$ cat config.mk
export PLATFORM = sky130hd
export DESIGN_NAME = sprite_bitmap_ram_flat
export DESIGN_NICKNAME = d
export VERILOG_FILES = /design/src/rtl/sprite_bitmap_ram_if.sv /design/src/rtl/sprite_bitmap_ram.sv /design/src/flat_wrapper.sv
export SDC_FILE = /design/constraint.sdc
export NUM_CORES = 1
export LEC_CHECK = 0
export CELL_PAD_IN_SITES_DETAIL_PLACEMENT = 0
export CELL_PAD_IN_SITES_GLOBAL_PLACEMENT = 1
export CORE_ASPECT_RATIO = 0.5
export CORE_UTILIZATION = 35
export DETAILED_ROUTE_END_ITERATION = 10
export PLACE_DENSITY_LB_ADDON = 0.1
export SLEW_MARGIN = 40
export SYNTH_ARGS = -nofsm -noshare
export SYNTH_HDL_FRONTEND = slang
export SYNTH_SLANG_ARGS = --single-unit
$ cat constraint.sdc
create_clock -name clk -period 3.7 [get_ports clk]
set_input_delay 0.74 -clock clk [delete_from_list [all_inputs] [get_ports clk]]
set_output_delay 0.74 -clock clk [all_outputs]
set_load 0.01 [all_outputs]
$ cat src/rtl/sprite_bitmap_ram_if.sv
// rtl/sprite_bitmap_ram_if.sv - bundle of upload stream, bitmap fetch and status signals for sprite_bitmap_ram
// Signals:
//   wr_start, wr_valid, wr_data  host -> store : upload control and row bytes (row 0 first)
//   wr_ready                     store -> host : a byte is accepted this cycle
//   vsync                        sync -> store : bank swap point (rising edge)
//   rom_addr                     renderer -> store : row select
//   rom_bits                     store -> renderer : selected row of the front bank
//   busy, load_done              store -> host : upload/swap status
// Modports: master = host/renderer side, slave = sprite_bitmap_ram.
interface sprite_bitmap_ram_if #(
    parameter int ROWS  = 16,
    parameter int WIDTH = 8
);
    localparam int AW = $clog2(ROWS);

    logic             wr_start;
    logic             wr_valid;
    logic [WIDTH-1:0] wr_data;
    logic             wr_ready;
    logic             vsync;
    logic [AW-1:0]    rom_addr;
    logic [WIDTH-1:0] rom_bits;
    logic             busy;
    logic             load_done;

    modport master (
        output wr_start, wr_valid, wr_data, vsync, rom_addr,
        input  wr_ready, rom_bits, busy, load_done
    );

    modport slave (
        input  wr_start, wr_valid, wr_data, vsync, rom_addr,
        output wr_ready, rom_bits, busy, load_done
    );
endinterface

$ cat src/rtl/sprite_bitmap_ram.sv
// rtl/sprite_bitmap_ram.sv - double-buffered writable sprite bitmap store, swapped on vsync rising edge
// Ports:
//   clk    system/pixel clock
//   reset  synchronous active-high reset; clears both banks and abandons any upload
//   bus    sprite_bitmap_ram_if.slave: upload stream, bitmap fetch, vsync and status
// The front bank feeds rom_bits combinationally; uploads only ever write the back
// bank, and the banks exchange roles on the first vsync rising edge seen after a
// complete 16-row upload.
module sprite_bitmap_ram #(
    parameter int ROWS  = 16,
    parameter int WIDTH = 8
) (
    input  logic                 clk,
    input  logic                 reset,
    sprite_bitmap_ram_if.slave   bus
);
    localparam int AW = $clog2(ROWS);

    typedef enum logic [1:0] {
        IDLE    = 2'd0,
        RECV    = 2'd1,
        PENDING = 2'd2
    } state_t;

    state_t           state_q, state_d;
    logic [AW-1:0]    row_q, row_d;
    logic             front_q, front_d;
    logic             vsync_q;
    logic             load_done_q, load_done_d;
    logic [WIDTH-1:0] bank_q [2][ROWS];

    logic             wr_en;
    logic             wr_ready;
    logic             busy;
    logic             vs_rise;

    assign vs_rise = bus.vsync & ~vsync_q;

    always_comb begin
        state_d     = state_q;
        row_d       = row_q;
        front_d     = front_q;
        load_done_d = 1'b0;
        wr_en       = 1'b0;
        wr_ready    = 1'b0;
        busy        = 1'b0;
        case (state_q)
            IDLE: begin
                if (bus.wr_start) begin
                    state_d = RECV;
                    row_d   = '0;
                end
            end
            RECV: begin
                wr_ready = 1'b1;
                busy     = 1'b1;
                // A restart takes priority over a coincident beat, which is dropped.
                if (bus.wr_start) begin
                    row_d = '0;
                end else if (bus.wr_valid) begin
                    wr_en = 1'b1;
                    if (row_q == AW'(ROWS - 1)) begin
                        row_d   = '0;
                        state_d = PENDING;
                    end else begin
                        row_d = row_q + 1'b1;
                    end
                end
            end
            PENDING: begin
                busy = 1'b1;
                // A new wr_start here is ignored so the finished sprite is kept.
                if (vs_rise) begin
                    front_d     = ~front_q;
                    load_done_d = 1'b1;
                    state_d     = IDLE;
                end
            end
            default: begin
                state_d = IDLE;
            end
        endcase
    end

    always_ff @(posedge clk) begin
        if (reset) begin
            state_q     <= IDLE;
            row_q       <= '0;
            front_q     <= 1'b0;
            vsync_q     <= 1'b0;
            load_done_q <= 1'b0;
            for (int b = 0; b < 2; b++) begin
                for (int r = 0; r < ROWS; r++) begin
                    bank_q[b][r] <= '0;
                end
            end
        end else begin
            state_q     <= state_d;
            row_q       <= row_d;
            front_q     <= front_d;
            vsync_q     <= bus.vsync;
            load_done_q <= load_done_d;
            if (wr_en) begin
                bank_q[~front_q][row_q] <= bus.wr_data;
            end
        end
    end

    assign bus.wr_ready  = wr_ready;
    assign bus.busy      = busy;
    assign bus.load_done = load_done_q;
    assign bus.rom_bits  = bank_q[front_q][bus.rom_addr];

endmodule

$ cat src/flat_wrapper.sv
// flat-port wrapper written by rule: the top's interface ports become plain ports
module sprite_bitmap_ram_flat 
#(
    parameter int ROWS  = 16,
    parameter int WIDTH = 8
)
  (clk, reset, bus_wr_start, bus_wr_valid, bus_wr_data, bus_vsync, bus_rom_addr, bus_wr_ready, bus_rom_bits, bus_busy, bus_load_done);
  sprite_bitmap_ram_if #(.ROWS(ROWS), .WIDTH(WIDTH)) bus_i ();
  input  logic clk;
  input  logic reset;
  input wire logic [$bits(bus_i.wr_start)-1:0] bus_wr_start;
  input wire logic [$bits(bus_i.wr_valid)-1:0] bus_wr_valid;
  input wire logic [$bits(bus_i.wr_data)-1:0] bus_wr_data;
  input wire logic [$bits(bus_i.vsync)-1:0] bus_vsync;
  input wire logic [$bits(bus_i.rom_addr)-1:0] bus_rom_addr;
  output wire logic [$bits(bus_i.wr_ready)-1:0] bus_wr_ready;
  output wire logic [$bits(bus_i.rom_bits)-1:0] bus_rom_bits;
  output wire logic [$bits(bus_i.busy)-1:0] bus_busy;
  output wire logic [$bits(bus_i.load_done)-1:0] bus_load_done;
  assign bus_i.wr_start = bus_wr_start;
  assign bus_i.wr_valid = bus_wr_valid;
  assign bus_i.wr_data = bus_wr_data;
  assign bus_i.vsync = bus_vsync;
  assign bus_i.rom_addr = bus_rom_addr;
  assign bus_wr_ready = bus_i.wr_ready;
  assign bus_rom_bits = bus_i.rom_bits;
  assign bus_busy = bus_i.busy;
  assign bus_load_done = bus_i.load_done;
  sprite_bitmap_ram #(.ROWS(ROWS), .WIDTH(WIDTH)) u_core (.clk(clk), .reset(reset), .bus(bus_i));
endmodule
# Word level (Yosys, flattened, before mapping)
# Memories as Yosys holds them, arrays and structs flattened. A register that Yosys moved wholly into a read port is not among the register bits.
# Cells that the tools add are included.
# word_totals
memories,1
mem_bits_rw,256
latchBits,0
input_bits,17
rom_bits,0
out_inout_bits,11
reg_bits,9
# memory_table
memory,depth,word_bits,read_ports,rd_ports_with_merged_regs,wr,line,rtl
u_core.bank_q,2,128,1,1,2,sprite_bitmap_ram.sv:30,logic [WIDTH-1:0] bank_q [2][ROWS];
# op_classes
magnitude_cmp,3
eq_ne,9
reduce_logical,9
div_mod_pow,0
mux,32
multipliers,0
n_addsub,1
bitwise,6
n_shift,0
# ops
op,n
128-bit 2-to-1 mux,3
128-bit OR reduction,1
8-bit binary-select mux with 4-bit select,1
8-bit demux with 4-bit select,1
8-bit 2-to-1 mux,3
4-bit 2-to-1 mux,4
1-bit 2-to-1 mux,13
"5-bit greater-or-equal comparator, second input constant",2
2-bit 2-to-1 mux,5
4-bit NOT with 5-bit output,2
4-bit one-hot mux with 2 select lines,1
"2-bit inequality test, second input constant",3
2-bit one-hot mux with 3 select lines,1
"5-bit by 1-bit less-than comparator with 1-bit output, second input constant",1
5-bit AND reduction,1
"4-bit by 1-bit adder with 4-bit output, second input constant",1
"4-bit equality test, second input constant",1
"2-bit by 1-bit inequality test with 1-bit output, second input constant",2
2-bit OR reduction,2
"3-bit inequality test, second input constant",1
1-bit NOT,3
3-bit AND reduction,1
"2-bit by 1-bit equality test with 1-bit output, second input constant",1
"2-bit equality test, second input constant",1
5 further kinds,5

# Longest topological paths before layout
# depth
ltp_word,8
mapped_depth,9

# Worst setup path before layout
# Ideal clock, no wire load.
# synth_timing
path_kind,input to output
start,in bus_rom_addr[1]
end,out bus_rom_bits[0]
t_arrival_ns,2.504
slack_ns,0.456
path_stages,5
path_cell_list,clkbuf_1 > clkbuf_1 > mux4_2 > mux4_2 > mux2_2
# synth_between
elab_chain_len,4
# synth_rtl
item,line,rtl
from (decl),flat_wrapper.sv:15,input wire logic [$bits(bus_i.rom_addr)-1:0] bus_rom_addr;
4-bit NOT with 5-bit output (not written as such),sprite_bitmap_ram.sv:112,assign bus.rom_bits = bank_q[front_q][bus.rom_addr];
8-bit binary-select mux with 4-bit select,sprite_bitmap_ram.sv:112,
8-bit 2-to-1 mux (not written as such) (2 in a row),sprite_bitmap_ram.sv:112,
to (decl),flat_wrapper.sv:17,output wire logic [$bits(bus_i.rom_bits)-1:0] bus_rom_bits;
# Every way passes these cells. The select of a mux whose other input is x is not followed.

# Worst setup path after layout
# layout_timing
start,in bus_rom_addr[0]
end,out bus_rom_bits[4]
# Same word-level chain as after synthesis.

==> summary.json <==
{
  "floorplanning": {
    "dieWidth_um": 256,
    "floorplan.io_pins": 28,
    "core_area_um2": 31700,
    "floorplan.initialDensity": 0.357,
    "floorplan_row_count": 46,
    "floorplan.die.height_um": 129,
    "die_outline_area_um2": 33100
  },
  "worst_setup_path": {
    "cp_data_required_time_ns": 2.96,
    "crit_path_end_kind": "output port",
    "worst_path_max_delay_cell": "mux4_2",
    "critical-path-max-stage-delay_ns": 0.55,
    "timing.critical_path.fanout_max": 9,
    "worstReg2RegStart": "u_core.state_q[1]$_SDFFE_PP0P_",
    "timing.rr.end": "u_core.bank_q[0][44]$_SDFFCE_PN0P_",
    "worst-setup-path-type": "input port to output port",
    "worst_ep_arrival_time_ns": 2.87,
    "r2r_slack_ns": 0.87,
    "cp-start-kind": "input port",
    "critical_path.cell_chain": "buf_4, buf_12, buf_12, mux4_2, mux4_2, mux2_2, dlygate4sd2_1",
    "critPathTopFamily": "multiplexers",
    "rr_worst_depth": 8,
    "critical_path.n_buffers_inverters": 4
  },
  "worst_hold_path": {
    "hold-path-cell-count": 2,
    "class_of_the_worst_hold_path": "flip-flop to flip-flop",
    "hold_path.startpoint": "u_core.row_q[1]$_SDFFE_PP0P_",
    "min_to": "u_core.row_q[1]$_SDFFE_PP0P_"
  },
  "sta": {
    "final_hold_violation_count": 0,
    "report.final.slew_viol_count": 0,
    "final_min_period_over_clock_period": 0.975,
    "rsz_0062_raised_after_global_routing": "no",
    "setup_viol": 0,
    "max_freq_ghz": 0.277,
    "max-slew-margin-rel": 0.565,
    "timing.hold.ws_ns": 0.523,
    "setup_total_negative_slack_ns": 0,
    "period_needed_ns": 3.61,
    "tightest_slew_ns": 0.648,
    "finClkSkew_ns": 0.0240
  },
  "status": {
    "status": "finished clean"
  },
  "layout": {
    "layout.nets": 781,
    "final_common_cell": "edfxtp_1",
    "post_route_cells_drive_above_1_share": 0.271,
    "diodes": 0,
    "synthToLayoutAreaGrowth_pct": 19.3,
    "most-common-layout-cells": "edfxtp_1, nor2_1, mux4_2",
    "stdcell_count": 1208
  },
  "global_routing": {
    "global_route_usage_over_all_layers": 0.205,
    "grt_max_degree": 42,
    "gr-usage-met1": 0.312,
    "globalRouteOverflowTotal": 0,
    "number_of_global_route_vias_before_repair": 6255,
    "grt_use_met3": 0.0710,
    "gr-max-usage-layer": "met1",
    "grt_antenna_before_repair": 2,
    "grt.met2_usage": 0.280,
    "grt_pass1_wl_mm": 47.1
  },
  "clock_network": {
    "cts-buffers-inserted": 26,
    "clk_latency_ns": 0.56,
    "tritoncts": "yes",
    "clockRootBuffer": "clkbuf_16",
    "cts_hold_fix_bufs": 0,
    "number_of_clock_sinks_seen_by_cts": 266,
    "cts_htree_levels": 1,
    "cts-root-to-sink-buffers": 3,
    "worst_setup_hold_path_clk_slew_ns": 0.06
  },
  "placed_design": {
    "gp_congestion": 0.773,
    "hpwlAfterDp_mm": 22.9,
    "numPlacedInstances": 1155,
    "io_buffers": 27
  },
  "drt": {
    "post_drt_via_cell_ratio": 5.30,
    "dr_total_vias": 6403,
    "detail_route.first_pass.iterations": 5,
    "average_detailed_routed_wire_length_per_instance_um": 27.3,
    "post-route-drc-count": 0,
    "drt.antenna.violating_nets": 0,
    "drt_wl_total_mm": 33.0,
    "drt_iter0_drc": 601
  },
  "synthesis": {
    "postSynthRegisterBits": 266,
    "mean_instance_size_in_the_synthesized_netlist_um2": 17.1,
    "synth.distinct_cells": 36,
    "post_synthesis_cell_area_um2": 11300,
    "synth_seq_area_share": 0.697,
    "synth_warnings": 0,
    "mappedNetlistNets": 685,
    "synthesis.instances": 660
  },
  "power_and_ir_drop": {
    "post-layout-total-power_mw": 6.77,
    "peakVddDrop_uv": 270,
    "p_per_area_nw_per_um2": 501,
    "p_leak_nw": 4.48
  },
  "run": {
    "cap_viol_max_count": 0
  }
}
power by group:
part | switching, mW | internal (mW)
Sequential | 0.0390 | 3.42
Combinational | 0.313 | 0.261
Clock | 1.16 | 1.57
Total | 1.52 | 5.25
layout make-up:
cell class	count	area, um^2
inverters	8	30.0
clock inverters	18	198
repair buffers	108	968
well taps	432	541
clock buffers	30	666
multi-input cells	346	3210
fillers	2820	18200
flip-flops and latches	266	7890
routing by layer:
metal / vias to the layer above / share of wire
met1: 3371 / 0.48
met4: 0 / 0.016
met3: 34 / 0.099
met2: 238 / 0.41
met5: - / 0
li1: 2760 / -
kinds of logic (layout without fill, tap and decap cells):
family,count (synthesis),in the layout,synth area share
compound gates,47,47,0.0297
xor+xnor,2,2,0.00155
fa+ha+maj,8,8,0.00885
buf+inv,48,164,0.0190
flops,266,266,0.697
mux,88,88,0.167
simple gates,201,201,0.0765
how the worst max path moves through the flow:
| stage | startpoint | to | depth (start not counted) |
|---|---|---|---|
| after floorplan | bus_rom_addr[1] | bus_rom_bits[0] | 5 |
| after global placement | bus_rom_addr[0] | bus_rom_bits[1] | 6 |
| after detailed placement | bus_rom_addr[0] | bus_rom_bits[0] | 6 |
| after CTS | bus_rom_addr[0] | bus_rom_bits[4] | 7 |
| after global routing | bus_rom_addr[0] | bus_rom_bits[4] | 7 |
| final | bus_rom_addr[0] | bus_rom_bits[4] | 7 |
timing repair:
item,CTS,global route
buffers inserted,5,0
setup endpoints to repair,8,0
gates resized for setup,11,0
per-stage QoR:
| step | setup slack [ns] | instance area [um^2] | util |
|---|---|---|---|
| after floorplan | 0.456 | 11300 | - |
| after CTS | 0.0774 | 13500 | 0.426 |
| after detailed placement | -0.0798 | 12600 | 0.397 |
| after global placement | -0.0932 | 12600 | 0.397 |
| after global routing | 0.0306 | 13500 | 0.426 |
| final | 0.0912 | 13500 | 0.426 |
Yosys cell counts:
library cell | number | area, um^2
edfxtp_1 | 256 | 7690
nor2_1 | 136 | 510
mux4_2 | 80 | 1800
o21bai_1 | 31 | 233
clkbuf_1 | 24 | 90.1
and2_1 | 19 | 119
nand2_1 | 18 | 67.6
nand3_1 | 14 | 70.1
dfxtp_1 | 10 | 200
ha_1 | 8 | 100
mux2_2 | 8 | 90.1
inv_1 | 7 | 26.3
buf_4 | 6 | 45.0
a21oi_1 | 5 | 25.0
buf_1 | 5 | 18.8
buf_2 | 4 | 20.0
o21ai_0 | 4 | 20.0
nand4_1 | 3 | 18.8
nor2b_1 | 3 | 18.8
nand2b_1 | 2 | 12.5
o221ai_1 | 2 | 17.5
a311oi_1 | 1 | 8.76
a31o_2 | 1 | 8.76
a31oi_1 | 1 | 6.26
buf_6 | 1 | 11.3
clkinv_1 | 1 | 3.75
nand3b_1 | 1 | 7.51
nand4b_1 | 1 | 8.76
nor4b_1 | 1 | 8.76
nor4bb_1 | 1 | 10.0
o22ai_1 | 1 | 6.26
o41a_1 | 1 | 11.3
or2_2 | 1 | 6.26
or4_1 | 1 | 7.51
xnor2_1 | 1 | 8.76
xor2_1 | 1 | 8.76
worst reg2reg max path: stages (launching register included):
cell and delay, ns:
dfxtp_1 0.32, inv_1 0.13, ha_1 0.35, nor4bb_1 0.42, buf_4 0.23, and2_1 0.21
nand2_1 0.37, o21bai_1 0.27, buf_4 0.22
flip-flops by register name, indices dropped and copies added (netlist names), named ones only:
name / cells
u_core.bank_q: 256
u_core.bus.load_done: 1
u_core.front_q: 1
u_core.row_q: 4
u_core.state_q: 2
u_core.vsync_q: 1
(Power assumes the default switching activity.)
